===== src/rtl/data_sync_pkg.sv =====
// Shared defaults for the data_sync CDC slice.
package data_sync_pkg;
    localparam int unsigned DEF_NUM_STAGES = 2;
    localparam int unsigned DEF_BUS_WIDTH  = 8;
endpackage


===== src/rtl/data_sync_bit_sync.sv =====
// NUM_STAGES-deep single-bit flop synchronizer into the CLK domain.
module bit_sync
    import data_sync_pkg::*;
#(
    parameter int unsigned NUM_STAGES = DEF_NUM_STAGES
) (
    input  logic CLK,
    input  logic RST,
    input  logic i_async,
    output logic o_sync
);

    logic [NUM_STAGES-1:0] r_chain;

    always_ff @(posedge CLK or negedge RST) begin
        if (!RST) begin
            r_chain <= '0;
        end else begin
            r_chain <= {r_chain[NUM_STAGES-2:0], i_async};
        end
    end

    assign o_sync = r_chain[NUM_STAGES-1];

endmodule


===== src/rtl/data_sync.sv =====
// Multi-bit CDC receiver: synchronizes the enable, edge-detects it and
// captures the (stable) source bus on that single-cycle pulse.
module data_sync
    import data_sync_pkg::*;
#(
    parameter int unsigned NUM_STAGES = DEF_NUM_STAGES,
    parameter int unsigned BUS_WIDTH  = DEF_BUS_WIDTH
) (
    input  logic                 CLK,
    input  logic                 RST,
    input  logic [BUS_WIDTH-1:0] unsync_bus,
    input  logic                 bus_enable,
    output logic [BUS_WIDTH-1:0] sync_bus,
    output logic                 enable_pulse
);

    localparam logic [BUS_WIDTH-1:0] BUS_RST = '0;

    logic                 w_sync_en;
    logic                 w_pulse;
    logic                 r_hist;
    logic [BUS_WIDTH-1:0] r_sync_bus;
    logic                 r_enable_pulse;

    bit_sync #(
        .NUM_STAGES (NUM_STAGES)
    ) u_en_sync (
        .CLK     (CLK),
        .RST     (RST),
        .i_async (bus_enable),
        .o_sync  (w_sync_en)
    );

    // Rising edge only: a held enable yields one capture per assertion.
    assign w_pulse = w_sync_en & ~r_hist;

    always_ff @(posedge CLK or negedge RST) begin
        if (!RST) begin
            r_hist         <= 1'b0;
            r_sync_bus     <= BUS_RST;
            r_enable_pulse <= 1'b0;
        end else begin
            r_hist         <= w_sync_en;
            r_enable_pulse <= w_pulse;
            if (w_pulse) begin
                r_sync_bus <= unsync_bus;
            end
        end
    end

    assign sync_bus     = r_sync_bus;
    assign enable_pulse = r_enable_pulse;

endmodule


===== config.mk =====
export PLATFORM = sky130hd
export DESIGN_NAME = data_sync
export DESIGN_NICKNAME = d
export VERILOG_FILES = /design/src/rtl/data_sync_pkg.sv /design/src/rtl/data_sync_bit_sync.sv /design/src/rtl/data_sync.sv
export SDC_FILE = /design/constraint.sdc
export NUM_CORES = 1
export LEC_CHECK = 0
export CORE_AREA = 2 2 39 41
export CTS_CLUSTER_DIAMETER = 60
export DETAILED_ROUTE_END_ITERATION = 10
export DIE_AREA = 0 0 41 43
export GPL_ROUTABILITY_DRIVEN = 0
export PLACE_DENSITY = 0.64
export SETUP_SLACK_MARGIN = 0.02
export SLEW_MARGIN = 0
export SYNTH_ARGS = -nofsm -noshare
export SYNTH_HDL_FRONTEND = slang
export SYNTH_SLANG_ARGS = --single-unit

===== constraint.sdc =====
create_clock -name CLK -period 1.7 [get_ports CLK]
set_clock_uncertainty 0.15 [all_clocks]
set_input_delay 0.34 -clock CLK [delete_from_list [all_inputs] [get_ports CLK]]
set_output_delay 0.34 -clock CLK [all_outputs]
set_load 0.005 [all_outputs]

# --- Word level (Yosys, flattened, before mapping) ---
# Cells that the tools add are included.
word_totals:
  reg_bits: 12
  out_inout_bits: 9
  wordCells: 6
  inputBits: 11
op_classes:
  bitwise_logic: 2
ops:
  columns: ["operator", "n"]
  rows:
  - ["$and A1 B1 Y1", 1]
  - ["$not A1 Y1", 1]

# --- Logic depth before layout (Yosys ltp) ---
# Gate-level depths: netlist (run 1).
logic_depth:
  word_depth: 2
  ltp_mapped: 3
  depth_no_buf: 2

# --- Cells and area by module ---
# From an unflattened synthesis (run 1), not the netlist that was laid out.
hier_totals:
  hier_cells: 22
  hier_area_um2: 454.2
by_module_without_submodules:
  columns: ["module", "instances", "seq_area_each_um2", "cells_each", "area_per_inst_um2"]
  rows:
  - ["data_sync", 1, 250.2, 20, 404.1]
  - ["bit_sync", 1, 50.0, 2, 50.0]

# --- Worst setup path before layout (run 1) ---
# Ideal clock, no wire load.
synth_timing:
  path_kind: "reg2reg"
  from: "register r_hist"
  to: "register r_sync_bus[0] (netlist: sync_bus[0])"
  path_buffers: 1
  setup_ps: 125
  slack_ps: 507
  arrival_time_ps: 918
  required_ps: 1425
  period_less_slack_ps: 1193
  stages_incl_launch_ff: 4
  path_cell_list: "dfrtp_1 -> nor2b_4 -> buf_12 -> mux2_4"
synth_between:
  elab_chain_cells: 2
synth_rtl:
  columns: ["element", "line_no", "text"]
  rows:
  - ["from (decl)", "data_sync.sv:21", "logic r_hist;"]
  - ["from (signal assigned)", "data_sync.sv:43", "r_hist <= w_sync_en;"]
  - ["$not A1 Y1", "data_sync.sv:35", "assign w_pulse = w_sync_en & ~r_hist;"]
  - ["$and A1 B1 Y1", "data_sync.sv:35", null]
  - ["named net w_pulse", "data_sync.sv:20", "logic w_pulse;"]
  - ["to (signal assigned)", "data_sync.sv:46", "r_sync_bus <= unsync_bus;"]
  - ["to (decl)", "data_sync.sv:22", "logic [BUS_WIDTH-1:0] r_sync_bus;"]
# The timed path passes the listed nets, and every way through them passes these cells.
# A chain may end at the register's enable or synchronous reset.

# --- Worst setup path in the final report (run 1) ---
layout_timing:
  from: "register r_sync_bus[5] (netlist: sync_bus[5])"
  to: "output port sync_bus[5]"
layout_rtl:
  columns: ["element", "line_no", "text"]
  rows:
  - ["to (decl)", "data_sync.sv:13", "output logic [BUS_WIDTH-1:0] sync_bus,"]
# No word-level cell between the ends.

==> results of run 1 <==
==> state kept, by name (all words and copies together), names as in the netlist <==
| register | cells |
|---|---|
| enable_pulse | 1 |
| r_hist | 1 |
| sync_bus | 8 |
| u_en_sync.r_chain | 2 |
==> worst max path at each step <==
stage	slack, ns	endpoint	from
2_1_floorplan	0.51	sync_bus[0]	r_hist
5_1_grt	0.02	sync_bus[7]	sync_bus[7]
6_report	0.08	sync_bus[5]	sync_bus[5]
3_3_place_gp	0.38	sync_bus[3]	sync_bus[3]
3_5_place_dp	0.35	sync_bus[5]	sync_bus[5]
4_1_cts	0.06	sync_bus[5]	sync_bus[5]
==> power by group through the flow <==
stage | clock, mW | sequential [mW] | combinational, mW
after floorplan | 0 | 0.342 | 0.0551
after global placement | 0 | 0.339 | 0.143
after detailed placement | 0 | 0.341 | 0.145
after CTS | 0.167 | 0.336 | 0.147
after global routing | 0.179 | 0.341 | 0.159
final | 0.159 | 0.336 | 0.149
==> cell usage after synthesis (all sizes together) <==
cell    n  area, sq um
buf     1         20.0
dfrtp  12          300
nor2b   1         13.8
mux2    8          120
==> logic make-up (layout without fill, tap and decap cells) <==
group,after synthesis,count (layout),synth area share
simple gates,1,1,0.0303
buf+inv,1,23,0.0441
flops,12,12,0.661
mux,8,8,0.264
==> layout make-up <==
class / instances / area (sq um)
multi-input combinational: 9 / 134
clock buffer: 3 / 22.5
fill: 116 / 709
sequential: 12 / 300
timing repair buffer: 20 / 198
tap: 16 / 20.0
==> repair_timing <==
action / CTS / global route
endpoints found under the hold margin: 0 / 0
buffers inserted: 0 / 1
endpoints found under the setup margin: 0 / 1
==> routing by layer <==
layer	wire length [um]	track usage	part of all wire	vias up
li1	-	-	-	118
met1	324	0.144	0.41	117
met2	395	0.166	0.50	13
met3	70	0.0366	0.089	0
met4	0	0.0600	0	0
met5	0	0	0	-
==> stage by stage <==
| step | util | hold WS (ns) | setup WS, ns |
|---|---|---|---|
| after detailed placement | 0.466 | 0.186 | 0.351 |
| after global placement | 0.466 | 0.182 | 0.383 |
| final | 0.487 | 0.199 | 0.0790 |
| after floorplan | - | -0.106 | 0.507 |
| after CTS | 0.482 | 0.200 | 0.0559 |
| after global routing | 0.487 | 0.217 | 0.0244 |
==> flow_summary.yaml, run 1 <==
critical_path:
  cpMaxStageDelayCell: "clkdlybuf4s50_1"
  cp_max_fo: 2
  arrival_ns: 1.13
  rr_startpoint: "r_hist"
  setup.worst_path.start_class: "register"
  path_cells: "clkdlybuf4s50_1"
  regToRegSetupSlack_ns: 0.39
  crit_buf_inv: 1
  ff2ff_path_depth: 2
  worstReg2RegEnd: "sync_bus[0]"
  cp-end-kind: "output port"
  cp_num_cells: 1
  required_ns: 1.21
  critPathTopFamily: "buffers and inverters"
  cpPeakStageDelay_ns: 0.52
  crit_type: "register to output port"
drt:
  drcViolationCount: 0
  final_antenna_net_count: 0
  drt-pass1-iter-count: 3
  vias: 248
  wl_um: 790
  via_per_inst: 4.13
  wl_per_cell_um: 13.2
  drt_iter0_markers: 4
flow_run:
  drv_cap: 0
synth:
  syn_nets: 33
  syn_area_sq_um: 454
  ys_ff_latch: 12
  avgSynthCellArea_sq_um: 20.6
  ys_seq_area_frac: 0.661
  yosysUniqueCellTypes: 4
  synthesis.instances: 22
  yosysWarnings: 0
pwr:
  power_frac_clock: 0.247
  seqPwrFrac: 0.522
  p_int_mw: 0.513
  switchingPower_mw: 0.131
  p_leak_nw: 0.301
  irDropWorstVdd_uv: 407
  swShare: 0.203
  power_frac_comb: 0.232
  powerDensity_nw_per_um2: 954
  p_total_mw: 0.643
clocking:
  numClockSinks: 12
  cts_resized: 0
  clk_latency_ns: 0.26
  cts_tree: "yes"
  cts_inserted_buffers: 3
  path_clk_slew_ns: 0.06
  h-tree-depth: 1
  cts_buffer_depth: 2
  hold_buffers: 0
  root_buffer: "clkbuf_4"
floorplan:
  initial_core_util: 0.328
  die_x_um: 41
  io-pin-count: 20
  core_sq_um: 1380
  die-area_sq_um: 1760
  die_h_um: 43
  rows: 14
worst_hold_path:
  hold_end: "u_en_sync.r_chain[1]"
  hold_path.startpoint: "u_en_sync.r_chain[0]"
  hold_depth: 0
  worstHoldPathType: "register to register"
layout:
  nNetsFinal: 57
  mostFrequentLayoutCell: "clkdlybuf4s50_1"
  stdcell_count: 60
  antenna_cells: 0
  area_delta_synth_final_pct: 48.5
  drive_gt1_frac: 0.295
  final_area_sq_um: 674
  mostFrequentLayoutCells: "19 x clkdlybuf4s50_1, 12 x dfrtp_1, 8 x mux2_4, 3 x clkbuf_4"
sta:
  final.setup.tns_ns: 0
  finalSetupViolations: 0
  clock.fmax_ghz: 0.617
  maxSlewHeadroom: 0.648
  rsz0062_at_grt: "no"
  hold_violations: 0
  fin_crit_ns: 1.62
  period_share: 0.954
  slew_violations: 0
  tightestPinTransition_ns: 0.527
global_route:
  grt_max_degree: 13
  grt_pass1_wl_um: 1280
  grt.total_usage: 0.114
  grt_overflow: 0
  antenna_found_initial: 0
  grt_pass1_vias: 273
placement:
  placed_cell_area_sq_um: 644
  placed_cells: 56
  port_buffers: 19
outcome:
  status: "finished, final reports clean"
No activity file was read; power rests on OpenSTA's default activity.
==> run 2: changes to the inputs <==
--- a/config.mk
+++ b/config.mk
@@ -12,7 +12,7 @@
 export GPL_ROUTABILITY_DRIVEN = 0
 export PLACE_DENSITY = 0.64
 export SETUP_SLACK_MARGIN = 0.02
-export SLEW_MARGIN = 0
+export SLEW_MARGIN = 10
 export SYNTH_ARGS = -nofsm -noshare
 export SYNTH_HDL_FRONTEND = slang
 export SYNTH_SLANG_ARGS = --single-unit
==> results of run 2 <==
Same layout as run 1: the final DEF is identical, and so are final timing and power.
